### config.mk
export PLATFORM = sky130hd
export DESIGN_NAME = pc_sequencer
export DESIGN_NICKNAME = d
export VERILOG_FILES = /design/src/rtl/pc_sequencer.sv
export SDC_FILE = /design/constraint.sdc
export NUM_CORES = 1
export LEC_CHECK = 0
export CAP_MARGIN = 20
export CORE_UTILIZATION = 45
export DETAILED_ROUTE_END_ITERATION = 7
export DONT_BUFFER_PORTS = 1
export SLEW_MARGIN = 5
export SYNTH_ARGS = -nofsm -noshare
export SYNTH_HDL_FRONTEND = slang
export SYNTH_SLANG_ARGS = --single-unit
export TNS_END_PERCENT = 100
### constraint.sdc
create_clock -name clk -period 1.5 [get_ports clk]
set_clock_uncertainty 0.05 [all_clocks]
set_input_delay 0.3 -clock clk [delete_from_list [all_inputs] [get_ports clk]]
set_output_delay 0.3 -clock clk [all_outputs]
set_load 0.05 [all_outputs]
### src/rtl/pc_sequencer.sv
// PC / N-Z-V flag owner and instruction commit sequencer for the single-cycle core.
// Optional retire counter output (retire_count) enabled by defining PC_RETIRE_CNT_EN.
module pc_sequencer #(
  parameter logic [15:0] RESET_PC   = 16'h0000,
  parameter logic [2:0]  FLAG_RESET = 3'b000
) (
  input  logic        clk,
  input  logic        rst,
  input  logic [15:0] PC_next,
  input  logic        hlt,
  input  logic [2:0]  flag_we,
  input  logic [2:0]  flags_in,
  input  logic        fetch_ready,
  input  logic        stall_req,
  output logic [15:0] PC,
  output logic        fetch_req,
  output logic [2:0]  flags,
  output logic        retire,
  output logic        halted
`ifdef PC_RETIRE_CNT_EN
  ,
  output logic [15:0] retire_count
`endif
);

  typedef enum logic [1:0] {StBoot, StFetch, StStall, StHalt} state_e;

  state_e      state;
  logic        commit;
  logic [15:0] pc_target;
  logic [2:0]  flags_merged;

  // A commit happens on the edge that leaves FETCH (fetch done, no stall) or STALL (stall dropped).
  assign commit       = !stall_req && ((state == StFetch && fetch_ready) || state == StStall);
  assign pc_target    = {PC_next[15:1], 1'b0};
  assign flags_merged = (flags & ~flag_we) | (flags_in & flag_we);

  always_ff @(posedge clk or posedge rst) begin
    if (rst) begin
      state     <= StBoot;
      PC        <= RESET_PC;
      flags     <= FLAG_RESET;
      fetch_req <= 1'b0;
      retire    <= 1'b0;
      halted    <= 1'b0;
    end else begin
      retire <= 1'b0;
      unique case (state)
        StBoot: begin
          state     <= StFetch;
          fetch_req <= 1'b1;
        end
        StFetch: begin
          if (fetch_ready && stall_req) begin
            state     <= StStall;
            fetch_req <= 1'b0;
          end
        end
        StStall: ;
        StHalt:  ;
      endcase
      if (commit) begin
        retire <= 1'b1;
        if (hlt) begin
          state     <= StHalt;
          fetch_req <= 1'b0;
          halted    <= 1'b1;
        end else begin
          state     <= StFetch;
          fetch_req <= 1'b1;
          PC        <= pc_target;
          flags     <= flags_merged;
        end
      end
    end
  end

`ifdef PC_RETIRE_CNT_EN
  // Counts at the commit edge so the count already includes the retire being pulsed.
  always_ff @(posedge clk or posedge rst) begin
    if (rst) begin
      retire_count <= 16'h0000;
    end else if (commit) begin
      retire_count <= retire_count + 16'h0001;
    end
  end
`endif

endmodule

* After elaboration in Yosys (flattened, before gate mapping)
Cells that the tools add are included.
** Operators by class
- Reductions and logical operators :: 10
- Mux-type cells :: 9
- Eq/ne operators :: 3
- Bitwise operators :: 5
** Operator list (number)
- AND 3 bit :: 2
- two-way mux 2 bit :: 3
- AND reduction 2 bit :: 3
- two-way mux 1 bit :: 4
- case mux 2 bit (2 select lines) :: 1
- logical AND 1 bit :: 3
- inequality test 3 x 2 -> 1 bit (second input constant) :: 1
- inverter 3 bit :: 1
- OR 3 bit :: 1
- nonzero test 3 bit :: 1
- == test 2 x 1 -> 1 bit (second input constant) :: 1
- == test 2 bit (second input constant) :: 1
- zero test 2 bit :: 1
- case mux 1 bit (2 select lines) :: 1
- zero test 1 bit :: 1
- logical OR 1 bit :: 1
- inverter 1 bit :: 1
** Word-level totals
- Register bits :: 23
- Word-level logic and storage cells :: 33
- Output and inout port bits :: 22
- Input bits :: 27

* Depth between registers and ports, before layout
- Depth after elaboration :: 6
- Mapped depth :: 5

* Worst setup path before layout
OpenSTA, ideal clock, no wires.
- Path type :: register to register
- Start point :: reg state[1]
- End point :: reg PC[10]
- Data arrival time :: 1.349 ns
- Setup time :: 0.125 ns
- Cell stages (with the launch flop) :: 5
- Required time :: 1.325 ns
- Path slack :: -0.024 ns
- Cell sequence :: dfrtp_1 -> nand3b_4 -> a21oi_4 -> buf_12 -> mux2_4
** On the way
- Cells in the longest elaborated chain, start to end :: 5
** RTL lines
- from (decl) :: line 28 : state_e state;
- from (signal assigned) :: line 40 : state <= StBoot;
- from (signal assigned) :: line 50 : state <= StFetch;
- from (signal assigned) :: line 55 : state <= StStall;
- == test 2 x 1 -> 1 bit :: line 34 : assign commit = !stall_req && ((state == StFetch && fetch_ready) || state == StStall);
- logical AND 1 bit :: line 34
- logical OR 1 bit (*) :: line 34
- logical AND 1 bit (*) :: line 34
- AND reduction 2 bit (no source line) (*)
- to (signal assigned) :: line 71 : PC <= pc_target;
- to (decl) :: line 15 : output logic [15:0] PC,
Mark *: on every way between the ends. The rest lies on a longest branch, timed or not.
A chain may end at the register's enable or synchronous reset.

* Worst setup path in the final report
- Start point :: reg state[0]
- End point :: reg PC[3]
Same word-level chain as after synthesis.

==> key figures <==
Status
  • Outcome: complete, no violations

Worst hold path
  • Hold crit path type: in2reg
  • Hold endpoint: halted
  • Hold_sp: hlt
  • Worst Hold Depth: 1

Layout
  • Fin nets: 107
  • Share of layout cells above drive strength 1: around two fifths
  • P&R area growth vs syn: 11.41%
  • Post-layout util: between 50% and 60%
  • ANT cells: 0
  • Post-route standard cell area excluding fillers: ~1100 um^2

Setup path
  • R2r startpoint: state[0]
  • WP data required: around 1.7 ns
  • R2R cell count: 4
  • R2r setup slk: about 0.034 ns
  • Crit Path Class: reg2reg
  • Crit path arrival time: around 1.6 ns
  • Reg-to-Reg End: PC[3]
  • Crit path launch type: flop
  • Crit-path max FO: 6
  • CP endpoint kind: flop

Clocking
  • CTS max path bufs: 2
  • CTS Buf Count: 3
  • CTS H-Tree Depth: 1
  • Skew-Pair Late Insertion Delay: roughly 0.31 ns
  • Root Buffer: clkbuf_4
  • CTS Sinks: 23
  • CTS tree: built
  • Worst-path clk slew: 0.12 ns

Power and ir drop
  • Net Sw Frac: roughly 45%
  • Power per cell area: around 1500 nW/um^2
  • Internal Power: 0.9727 mW
  • Sw power: about 0.78 mW
  • Clk pwr share: approximately 16%
  • Sequential cell fraction of total power: 73.2%
  • Leak: around 0.54 nW
  • Maximum VDD drop: 0.0009689 V
  • Comb pwr share: 10.7%

Floorplanning
  • Full die area: 2461 um^2
  • IO Count: 49
  • Die extent in x: 49.61 um
  • Row count: 16
  • Starting density of the core: 49.94%
  • Die height: around 50 um
  • Core area: between 2000 and 2500 um^2

Drt
  • Post-route ant nets: 0
  • DR WL/cell: 16.07 um
  • Final WL: between 1500 and 2000 um
  • Vias: approximately 560
  • Drt pass-1 iters: 2
  • DR iter-0 viols: 1
  • # DRC: 0
  • Drt via density: 5.292

Synth
  • Register area share after synthesis: about 56%
  • Synth Cell Area: slightly above 1000 um^2
  • Synth cell types: 21
  • Leading area contributor after synthesis: dfrtp_1
  • Top cells by area, synth: dfrtp_1 (56%), mux2_4 (15%), mux2_2 (8.8%)
  • Seq cells post-synth: 23
  • Share of the synthesized area in the top cell type: a little under three fifths
  • Post-Syn Nets: 96
  • Mapped Cells: between 60 and 70
  • Yosys warns: 0
  • Syn_area_per_cell: approximately 15 um^2

Run
  • Max Cap Violations: 0

GRT
  • Global route overflow: 0
  • Gr usage total: ~16%
  • Vias in the first global route: 623
  • Initial antenna violation count: 0
  • Global-route wire length before repair: 2849 um
  • Pin count of the biggest net entering global routing: 24

Timing
  • Setup TNS: 0 ns
  • Final setup viols: 0
  • RSZ-0062 raised after global routing: true
  • Fin crit period: 1.466 ns
  • Final-report hold violation count: 0
  • Fmax: 0.6823 GHz
  • Setup ws final: between 0.03 and 0.04 ns
  • Slew Limit Fails: 0
  • Final hold slack: between 0.05 and 0.06 ns
  • Tcrit/Tclk final: 97.70%

Place
  • Pre-CTS WS: ~0.0036 ns
  • Buffers on Ports: 0
  • Placed cell area: 1074 um^2
  • Final HPWL DP: about 1200 um
  • Placer congestion estimate: ~0.8
worst max-delay path by stage:
stage	startpoint	endpoint	depth (start not counted)
after floorplan	state[1]	PC[10]	4
after global placement	stall_req	PC[2]	4
after detailed placement	state[1]	PC[3]	4
after CTS	state[0]	PC[6]	4
after global routing	state[0]	PC[3]	4
final	state[0]	PC[3]	4
per-layer routing:
layer / vias to the layer above / track usage [%] / part of all wire, %
met1: 279 / 17.10 / 40
met2: 26 / 27.48 / 52
met3: 2 / 5.247 / 7.0
met5: - / 0 / 0
li1: 254 / - / -
met4: 0 / 8.571 / 1.1
synthesized netlist by cell type, drive strengths merged:
cell    number
dfrtp       23
mux2        18
inv          4
a211oi       3
a21oi        3
buf          3
nand2        3
o21ai        3
nand2b       2
a211o        1
a21o         1
conb         1
nand3        1
nand3b       1
nor2         1
or2          1
layout by cell type (no fill, tap or decap), types with 2 or more instances in the layout:
master	synthesis	layout
dfrtp_1	23	22
mux2_4	10	11
mux2_2	8	7
buf_4	1	5
inv_1	4	4
o21ai_0	3	3
nand2_1	3	3
a211oi_1	3	3
clkbuf_4	0	3
a21oi_1	2	2
dlygate4sd3_1	0	2
cell families after synthesis:
group | share of synthesized area, %
flops | 56.44
other cells | 0.3677
buf+inv | 5.276
mux | 23.56
compound gates | 7.853
simple gates | 6.503
worst max-delay path, stage by stage, from the launching register on:
cell and delay [ns]:
dfrtp_2 0.45, nand2b_4 0.19, a21oi_4 0.20, buf_6 0.15, mux2_2 0.33
layout make-up:
class,instances,area [um^2]
fill,179,905.9
sequential,23,576.8
tap,27,33.78
clock inverter,1,5.005
inverter,4,15.01
clock buffer,3,22.52
multi-input combinational,39,394.1
timing repair buffer,9,88.84
power by group through the flow:
stage	combinational (mW)	clock (mW)	sequential (mW)
floorplan	0.167	0	1.27
global placement	0.177	0	1.30
detailed placement	0.182	0	1.30
CTS	0.187	0.301	1.29
global route	0.206	0.323	1.30
finish	0.188	0.282	1.28
timing repair:
item                       4_1_cts  5_1_grt
buffers inserted                 1        0
hold endpoints to repair        25        0
hold buffers                     2        0
setup endpoints to repair        3        5
gates resized for setup          0        2
metrics by stage:
step	cells	total power, mW
4_1_cts	106	1.776
3_5_place_dp	99	1.482
2_1_floorplan	69	1.442
5_1_grt	106	1.831
6_report	106	1.755
3_3_place_gp	99	1.474
Note: power is estimated with default switching activity, not from simulation.
